### config.mk
export PLATFORM = sky130hd
export DESIGN_NAME = muon_pulse_generator
export DESIGN_NICKNAME = d
export VERILOG_FILES = /design/src/rtl/muon_pkg.sv /design/src/rtl/pulse_lfsr.sv /design/src/rtl/muon_pulse_generator.sv
export SDC_FILE = /design/constraint.sdc
export NUM_CORES = 1
export LEC_CHECK = 0
export CORE_MARGIN = 5
export CORE_UTILIZATION = 35
export CTS_CLUSTER_SIZE = 16
export DETAILED_ROUTE_END_ITERATION = 10
export GPL_TIMING_DRIVEN = 0
export PLACE_DENSITY = 0.65
export SYNTH_ARGS = -nofsm -noshare
export SYNTH_HDL_FRONTEND = slang
export SYNTH_SLANG_ARGS = --single-unit
### constraint.sdc
create_clock -name adc_clk -period 3.42 [get_ports adc_clk]
set_input_delay 1.026 -clock adc_clk [delete_from_list [all_inputs] [get_ports adc_clk]]
set_output_delay 1.026 -clock adc_clk [all_outputs]
set_load 0.1 [all_outputs]
### src/rtl/muon_pkg.sv
// muon_pkg: shared constants, FSM state type and saturating arithmetic for the
// muon pulse generator.
//   DW / WIDTH_W / GAP_W / CNT_W : sample, pulse-width, gap/holdoff and pair-count widths
//   state_e                      : sequencer states
//   sat_add / sat_sub            : clamp to [0, 2^DW-1] instead of wrapping
//   LFSR_SEED / LFSR_TAPS        : x^16+x^14+x^13+x^11+1 Fibonacci LFSR, used only when
//                                  MUON_PULSE_RANDOM_GAP_EN is defined
package muon_pkg;

  localparam int DW      = 14;
  localparam int WIDTH_W = 8;
  localparam int GAP_W   = 16;
  localparam int CNT_W   = 32;
  localparam int LFSR_W  = 16;

  localparam logic [LFSR_W-1:0] LFSR_SEED = 16'hACE1;
  // Tap bits 15,13,12,10 implement x^16+x^14+x^13+x^11+1.
  localparam logic [LFSR_W-1:0] LFSR_TAPS = 16'hB400;

  typedef enum logic [2:0] {IDLE, P1, GAP, P2, HOLD} state_e;

  function automatic logic [DW-1:0] sat_add(input logic [DW-1:0] a, input logic [DW-1:0] b);
    logic [DW:0] s;
    s = {1'b0, a} + {1'b0, b};
    return s[DW] ? {DW{1'b1}} : s[DW-1:0];
  endfunction

  function automatic logic [DW-1:0] sat_sub(input logic [DW-1:0] a, input logic [DW-1:0] b);
    return (b > a) ? {DW{1'b0}} : a - b;
  endfunction

endpackage

### src/rtl/pulse_lfsr.sv
// pulse_lfsr: 16-bit Fibonacci LFSR used to randomise the entry-to-decay gap.
// Only instantiated when MUON_PULSE_RANDOM_GAP_EN is defined.
//   clk_i  : clock
//   rst_i  : synchronous active-high reset, loads seed_i
//   en_i   : advance one step per cycle when high
//   seed_i : reset value
//   lfsr_o : current register contents
module pulse_lfsr
  import muon_pkg::*;
(
  input  logic              clk_i,
  input  logic              rst_i,
  input  logic              en_i,
  input  logic [LFSR_W-1:0] seed_i,
  output logic [LFSR_W-1:0] lfsr_o
);

  logic [LFSR_W-1:0] lfsr_q, lfsr_d;

  always_comb begin
    lfsr_d = lfsr_q;
    if (en_i) lfsr_d = {lfsr_q[LFSR_W-2:0], ^(lfsr_q & LFSR_TAPS)};
  end

  always_ff @(posedge clk_i) begin
    if (rst_i) lfsr_q <= seed_i;
    else       lfsr_q <= lfsr_d;
  end

  assign lfsr_o = lfsr_q;

endmodule

### src/rtl/muon_pulse_generator.sv
// muon_pulse_generator: synthetic muon-decay stimulus. Emits an entry pulse and,
// optionally, a decay pulse after a programmable gap, on a baseline-referenced
// 14-bit sample bus that loops back into the threshold trigger.
//   adc_clk / adc_rst      : clock, synchronous active-high reset
//   start                  : one-cycle request, ignored while busy
//   cont                   : re-arm after holdoff (sampled live at holdoff end)
//   double_en, pulse_edge  : pair vs single pulse, below vs above baseline
//   baseline, amplitude    : idle level and pulse height
//   width, gap, holdoff    : phase lengths in cycles (width/gap 0 act as 1)
//   gap_mask               : only with MUON_PULSE_RANDOM_GAP_EN, LFSR bits added to gap
//   dac_dat, pulse_act     : registered sample stream and pulse-level flag
//   busy, done, pair_count : not idle, end-of-sequence strobe, completed sequences
//
// state | meaning
// IDLE  | waiting for start, output follows live baseline
// P1    | entry pulse, width cycles
// GAP   | latched baseline between pulses, gap cycles
// P2    | decay pulse, width cycles
// HOLD  | latched baseline, holdoff cycles, then done and IDLE/re-arm
module muon_pulse_generator
  import muon_pkg::*;
(
  input  logic               adc_clk,
  input  logic               adc_rst,
  input  logic               start,
  input  logic               cont,
  input  logic               double_en,
  input  logic               pulse_edge,
  input  logic [DW-1:0]      baseline,
  input  logic [DW-1:0]      amplitude,
  input  logic [WIDTH_W-1:0] width,
  input  logic [GAP_W-1:0]   gap,
  input  logic [GAP_W-1:0]   holdoff,
`ifdef MUON_PULSE_RANDOM_GAP_EN
  input  logic [GAP_W-1:0]   gap_mask,
`endif
  output logic [DW-1:0]      dac_dat,
  output logic               pulse_act,
  output logic               busy,
  output logic               done,
  output logic [CNT_W-1:0]   pair_count
);

  localparam int WPAD = GAP_W - WIDTH_W;

  state_e               state_q, state_d;
  logic [GAP_W-1:0]     cnt_q, cnt_d;
  logic [DW-1:0]        base_q, base_d, level_q, level_d;
  logic [WIDTH_W-1:0]   width_q, width_d;
  logic [GAP_W-1:0]     gap_q, gap_d, hold_q, hold_d;
  logic                 dbl_q, dbl_d;
  logic [DW-1:0]        dac_q, dac_d;
  logic                 act_q, act_d, done_q, done_d;
  logic [CNT_W-1:0]     count_q, count_d;
  logic                 latch;
  logic                 last;
  logic [GAP_W-1:0]     gap_eff;

  // Phase ends when the loaded count is 0 or 1, so 0 and 1 give one cycle.
  assign last = ~|cnt_q[GAP_W-1:1];

`ifdef MUON_PULSE_RANDOM_GAP_EN
  logic [GAP_W-1:0] mask_q, mask_d, lfsr;
  logic [GAP_W:0]   gap_sum;

  pulse_lfsr u_lfsr (
    .clk_i  (adc_clk),
    .rst_i  (adc_rst),
    .en_i   (1'b1),
    .seed_i (LFSR_SEED),
    .lfsr_o (lfsr)
  );

  assign mask_d  = latch ? gap_mask : mask_q;
  assign gap_sum = {1'b0, gap_q} + {1'b0, lfsr & mask_q};
  assign gap_eff = gap_sum[GAP_W] ? {GAP_W{1'b1}} : gap_sum[GAP_W-1:0];

  always_ff @(posedge adc_clk) begin
    if (adc_rst) mask_q <= '0;
    else         mask_q <= mask_d;
  end
`else
  assign gap_eff = gap_q;
`endif

  always_comb begin
    state_d = state_q;
    cnt_d   = cnt_q;
    done_d  = 1'b0;
    count_d = count_q;
    latch   = 1'b0;
    case (state_q)
      IDLE: begin
        if (start) begin
          latch   = 1'b1;
          state_d = P1;
          cnt_d   = {{WPAD{1'b0}}, width};
        end
      end
      P1: begin
        if (!last)         cnt_d = cnt_q - GAP_W'(1);
        else if (dbl_q) begin
          state_d = GAP;
          cnt_d   = gap_eff;
        end else begin
          state_d = HOLD;
          cnt_d   = hold_q;
        end
      end
      GAP: begin
        if (!last) cnt_d = cnt_q - GAP_W'(1);
        else begin
          state_d = P2;
          cnt_d   = {{WPAD{1'b0}}, width_q};
        end
      end
      P2: begin
        if (!last) cnt_d = cnt_q - GAP_W'(1);
        else begin
          state_d = HOLD;
          cnt_d   = hold_q;
        end
      end
      HOLD: begin
        if (!last) cnt_d = cnt_q - GAP_W'(1);
        else begin
          done_d  = 1'b1;
          count_d = count_q + CNT_W'(1);
          if (cont) begin
            latch   = 1'b1;
            state_d = P1;
            cnt_d   = {{WPAD{1'b0}}, width};
          end else begin
            state_d = IDLE;
          end
        end
      end
      default: state_d = IDLE;
    endcase

    base_d  = base_q;
    level_d = level_q;
    width_d = width_q;
    gap_d   = gap_q;
    hold_d  = hold_q;
    dbl_d   = dbl_q;
    if (latch) begin
      base_d  = baseline;
      level_d = pulse_edge ? sat_sub(baseline, amplitude) : sat_add(baseline, amplitude);
      width_d = width;
      gap_d   = gap;
      hold_d  = holdoff;
      dbl_d   = double_en;
    end

    dac_d = base_q;
    act_d = 1'b0;
    case (state_q)
      IDLE:    dac_d = baseline;
      P1, P2: begin
        dac_d = level_q;
        act_d = 1'b1;
      end
      default: dac_d = base_q;
    endcase
  end

  always_ff @(posedge adc_clk) begin
    if (adc_rst) begin
      state_q <= IDLE;
      cnt_q   <= '0;
      base_q  <= '0;
      level_q <= '0;
      width_q <= '0;
      gap_q   <= '0;
      hold_q  <= '0;
      dbl_q   <= 1'b0;
      dac_q   <= '0;
      act_q   <= 1'b0;
      done_q  <= 1'b0;
      count_q <= '0;
    end else begin
      state_q <= state_d;
      cnt_q   <= cnt_d;
      base_q  <= base_d;
      level_q <= level_d;
      width_q <= width_d;
      gap_q   <= gap_d;
      hold_q  <= hold_d;
      dbl_q   <= dbl_d;
      dac_q   <= dac_d;
      act_q   <= act_d;
      done_q  <= done_d;
      count_q <= count_d;
    end
  end

  assign dac_dat    = dac_q;
  assign pulse_act  = act_q;
  assign busy       = (state_q != IDLE);
  assign done       = done_q;
  assign pair_count = count_q;

endmodule

==> summary by stage <==
Run status
The flow ran to the end, and the final reports show no timing, DRC or antenna violations.

Setup path
For the worst setup path, the data required time is 3690 ps. STA classifies the critical path startpoint as an input port. Along the worst path, the maximum fanout reaches 10. The arrival time reported for the critical path endpoint is approximately 3500 ps. The critical path is of the input port to flip-flop type.

The worst setup path is captured at a flip-flop.

Die
Measured along the x axis, the die boundary spans 155.3 µm. The core region is between 20000 and 25000 µm². The vertical die dimension is ~160 µm. The full die area is 24120 µm².

The standard-cell row count is 53. The number of top-level pins is 123. The starting density of the core is 35.38%.

Placement
During placement, the flow inserted port buffers numbering approximately 120. The routability congestion estimate is 0.8969. The number of cells after detailed placement is 1356. After legalization and detailed placement, the total HPWL measured 16.90 mm.

Min path
The kind of path behind the tightest hold check is flip-flop to flip-flop.

Synthesis
After synthesis, the mean cell area works out to roughly 7.7 µm². The share of synthesized area in the top cell type comes to 36.84%. After synthesis, the cell types taking the most area are dfxtp_1, nand2_1, a21oi_1.

After synthesis the netlist holds a flip-flop and latch count of ~140. Counting instances in the post-synthesis netlist gives the leading cell types as nand2_1, dfxtp_1, a21oi_1. Yosys mapped a number of flops with a built-in enable equal to 0. Of all cell types, the one taking the most synthesized area is dfxtp_1. The sequential element share of the synthesized area is 36.84%. The total nets after synthesis is 1065. The cell area after synthesis is 7391 µm². The fraction of synthesis flops using an asynchronous set or reset pin is 0%. The most common cell in the synthesized netlist is nand2_1. The count of cell types in the netlist is just over 60. Among all flip-flop cells after synthesis, the most frequent one is dfxtp_1. The number of standard cells after synthesis is around 960. Yosys printed 0 warnings.

STA
Summed over all failing endpoints, the final setup total negative slack is 0 ps. The measured slew at the worst slew-check pin is 1030 ps. On the final layout, the worst hold slack is 450.6 ps. The worst-case clock skew is roughly 14 ps. After layout, the worst path uses 95.44% of the clock period. The hold violation count in the final report is 0. Setup repair after global routing left no endpoint under its margin. The number of max-slew violations in the final report is 0. The worst path in the final design needs a cycle of 3264 ps, including I/O delays and setup. The worst pin sits at a relative slew slack of between 30% and 40%. Static timing analysis puts the maximum clock frequency at 306.4 MHz. The final count of negative-setup-slack endpoints is 0.

Global routing
The global-route wire length before repair is roughly 35 mm. The total overflow reported by the global router is 0. The global-route usage over all layers is 17.91%. Entering global routing, the biggest net connects 17 pins. The via count of the first global-routing pass is 6871. The initial antenna violation count is 0.

Drt
Once detail routing completed, the nets flagged for antenna violations numbered 0. The DRC violations left is 0. The first detailed-routing pass ran for 7 iterations.

The routed layout has 7223 vias. The routed via count divided by cell count is slightly above 5. After the first detailed-routing iteration, the DRC count stood at 506. The detailed-route wire length is ~22 mm. The mean routed wirelength per cell is 15.86 µm.

Cells and area
The number of nets in the finished design is 1208. The fraction of layout cells with a size suffix above 1 is 7.354%. The final cell utilization of the core is 46.27%. The number of cells in the finished layout apart from fillers is 1390. The repair_antennas step left the layout with diodes totalling 0. The synthesis-to-layout area growth is 30.76%.

Clocking
In this run the clock root is driven by a clkbuf_16. The clock sink total is around 140. The CTS clock-pin slew for the worst setup and hold paths is 60 ps. No sink is reached through more buffers than the 2 on the longest clock path. Counting the buffers created by CTS gives 17. For the worst-skew pair, the clock arrives at the later sink with an insertion delay of about 420 ps. The count of hold-fix buffers inserted at cts is 0.

TritonCTS built the clock tree. In this run the number of H-tree levels came out at 4.

Run
The number of max-cap violations is 0.

Power
The peak supply drop is 0.4630 mV. The power density over the cells is 720.3 nW/µm². The analysis attributes to cell leakage a power of 3.600 nW.
where the power goes:
part | leakage [nW] | switching (W) | internal, W
Sequential | 1.11 | 0.000220 | 0.00189
Clock | 0.262 | 0.000729 | 0.000952
Combinational | 2.22 | 0.00214 | 0.00103
final cells by class:
class | count | area, µm²
plain buffers | 52 | 210.2
clock buffers | 19 | 442.9
clock inverters | 13 | 97.59
fillers | 2117 | 11220
inverters | 38 | 142.6
multi-input cells | 729 | 4431
flip-flops and latches | 136 | 2723
well taps | 275 | 344.1
repair buffers | 128 | 1274
registers in the layout, summed over array words and instances (netlist names), 3 cells and up:
signal and count:
state_q 3, level_q 14, width_q 8, dac_dat 14, base_q 14, cnt_q 16, gap_eff 16, pair_count 32
hold_q 16
cell families (layout without fill, tap and decap cells):
family | Yosys count | in the layout | synth area share, %
xor gates and xnor gates | 52 | 52 | 6.162
buffers and inverters | 94 | 250 | 4.842
and+or+nand+nor | 383 | 383 | 24.04
AOI/OAI and AO/OA | 248 | 248 | 20.59
DFF | 136 | 136 | 36.84
muxes | 14 | 14 | 1.913
adders and majority gates | 32 | 32 | 5.620
worst paths after layout:
check                     startpoint                           to  slack (ps)  cells after the start
max                      baseline[7]      level_q[3]$_SDFFE_PP0P_         160                     10
min           base_q[8]$_SDFFE_PP0P_       base_q[8]$_SDFFE_PP0P_         450                      2
max reg2reg  state_q[1]$_SDFFE_PP0P_  pair_count[18]$_SDFFE_PP0P_         800                      6
min reg2reg   base_q[8]$_SDFFE_PP0P_       base_q[8]$_SDFFE_PP0P_         450                      2
what timing repair did:
item	in CTS	in global routing
setup endpoints to repair	15	14
pin swaps	5	1
gates cloned	1	0
buffers inserted	5	0
gates resized for setup	30	15
through the flow:
| step | power, W | area, µm² | worst slack [ps] |
|---|---|---|---|
| after floorplan | 0.004334 | 7391 | 142.8 |
| after global placement | 0.005172 | 8956 | -839.0 |
| after detailed placement | 0.005189 | 8956 | -890.1 |
| after CTS | 0.006941 | 9620 | 6.198 |
| after global routing | 0.007377 | 9664 | 5.800 |
| final | 0.006962 | 9664 | 155.9 |
critical path, cell delays in order:
cell	delay, ps
clkdlybuf4s50_1	580
ha_1	260
buf_2	190
a2111o_1	420
o211a_1	240
o22ai_2	210
nor2_2	80
clkbuf_4	190
a32oi_1	240
a211oi_2	100
layout by cell type, fill, tap and decap left out, types with 5 or more instances in the layout:
| cell | netlist | routed |
|---|---|---|
| a211oi_1 | 22 | 11 |
| a211oi_2 | 0 | 11 |
| a21o_1 | 5 | 5 |
| a21oi_1 | 119 | 116 |
| a22oi_1 | 23 | 23 |
| a31oi_1 | 5 | 5 |
| a32oi_1 | 5 | 5 |
| and3_1 | 8 | 8 |
| clkbuf_1 | 51 | 47 |
| clkbuf_16 | 0 | 17 |
| clkdlybuf4s50_1 | 0 | 116 |
| dfxtp_1 | 136 | 136 |
| ha_1 | 30 | 28 |
| inv_1 | 37 | 37 |
| mux2i_1 | 13 | 13 |
| nand2_1 | 190 | 190 |
| nand2b_1 | 13 | 13 |
| nand3_1 | 18 | 18 |
| nand4_1 | 8 | 8 |
| nor2_1 | 85 | 84 |
| nor2b_1 | 6 | 6 |
| nor3_1 | 20 | 20 |
| o211ai_1 | 6 | 6 |
| o21ai_0 | 29 | 29 |
| o31ai_1 | 5 | 5 |
| or3_1 | 8 | 8 |
| xnor2_1 | 33 | 33 |
| xor2_1 | 19 | 19 |
metal layers:
metal / GRT usage, % / share of wire [%] / vias to the layer above
li1: - / - / 3631
met1: 24.28 / 47 / 3323
met2: 28.72 / 45 / 242
met5: 0 / 0 / -
met4: 5.419 / 1.9 / 0
met3: 3.811 / 6.4 / 27
Power figures use the tool's default switching activity.
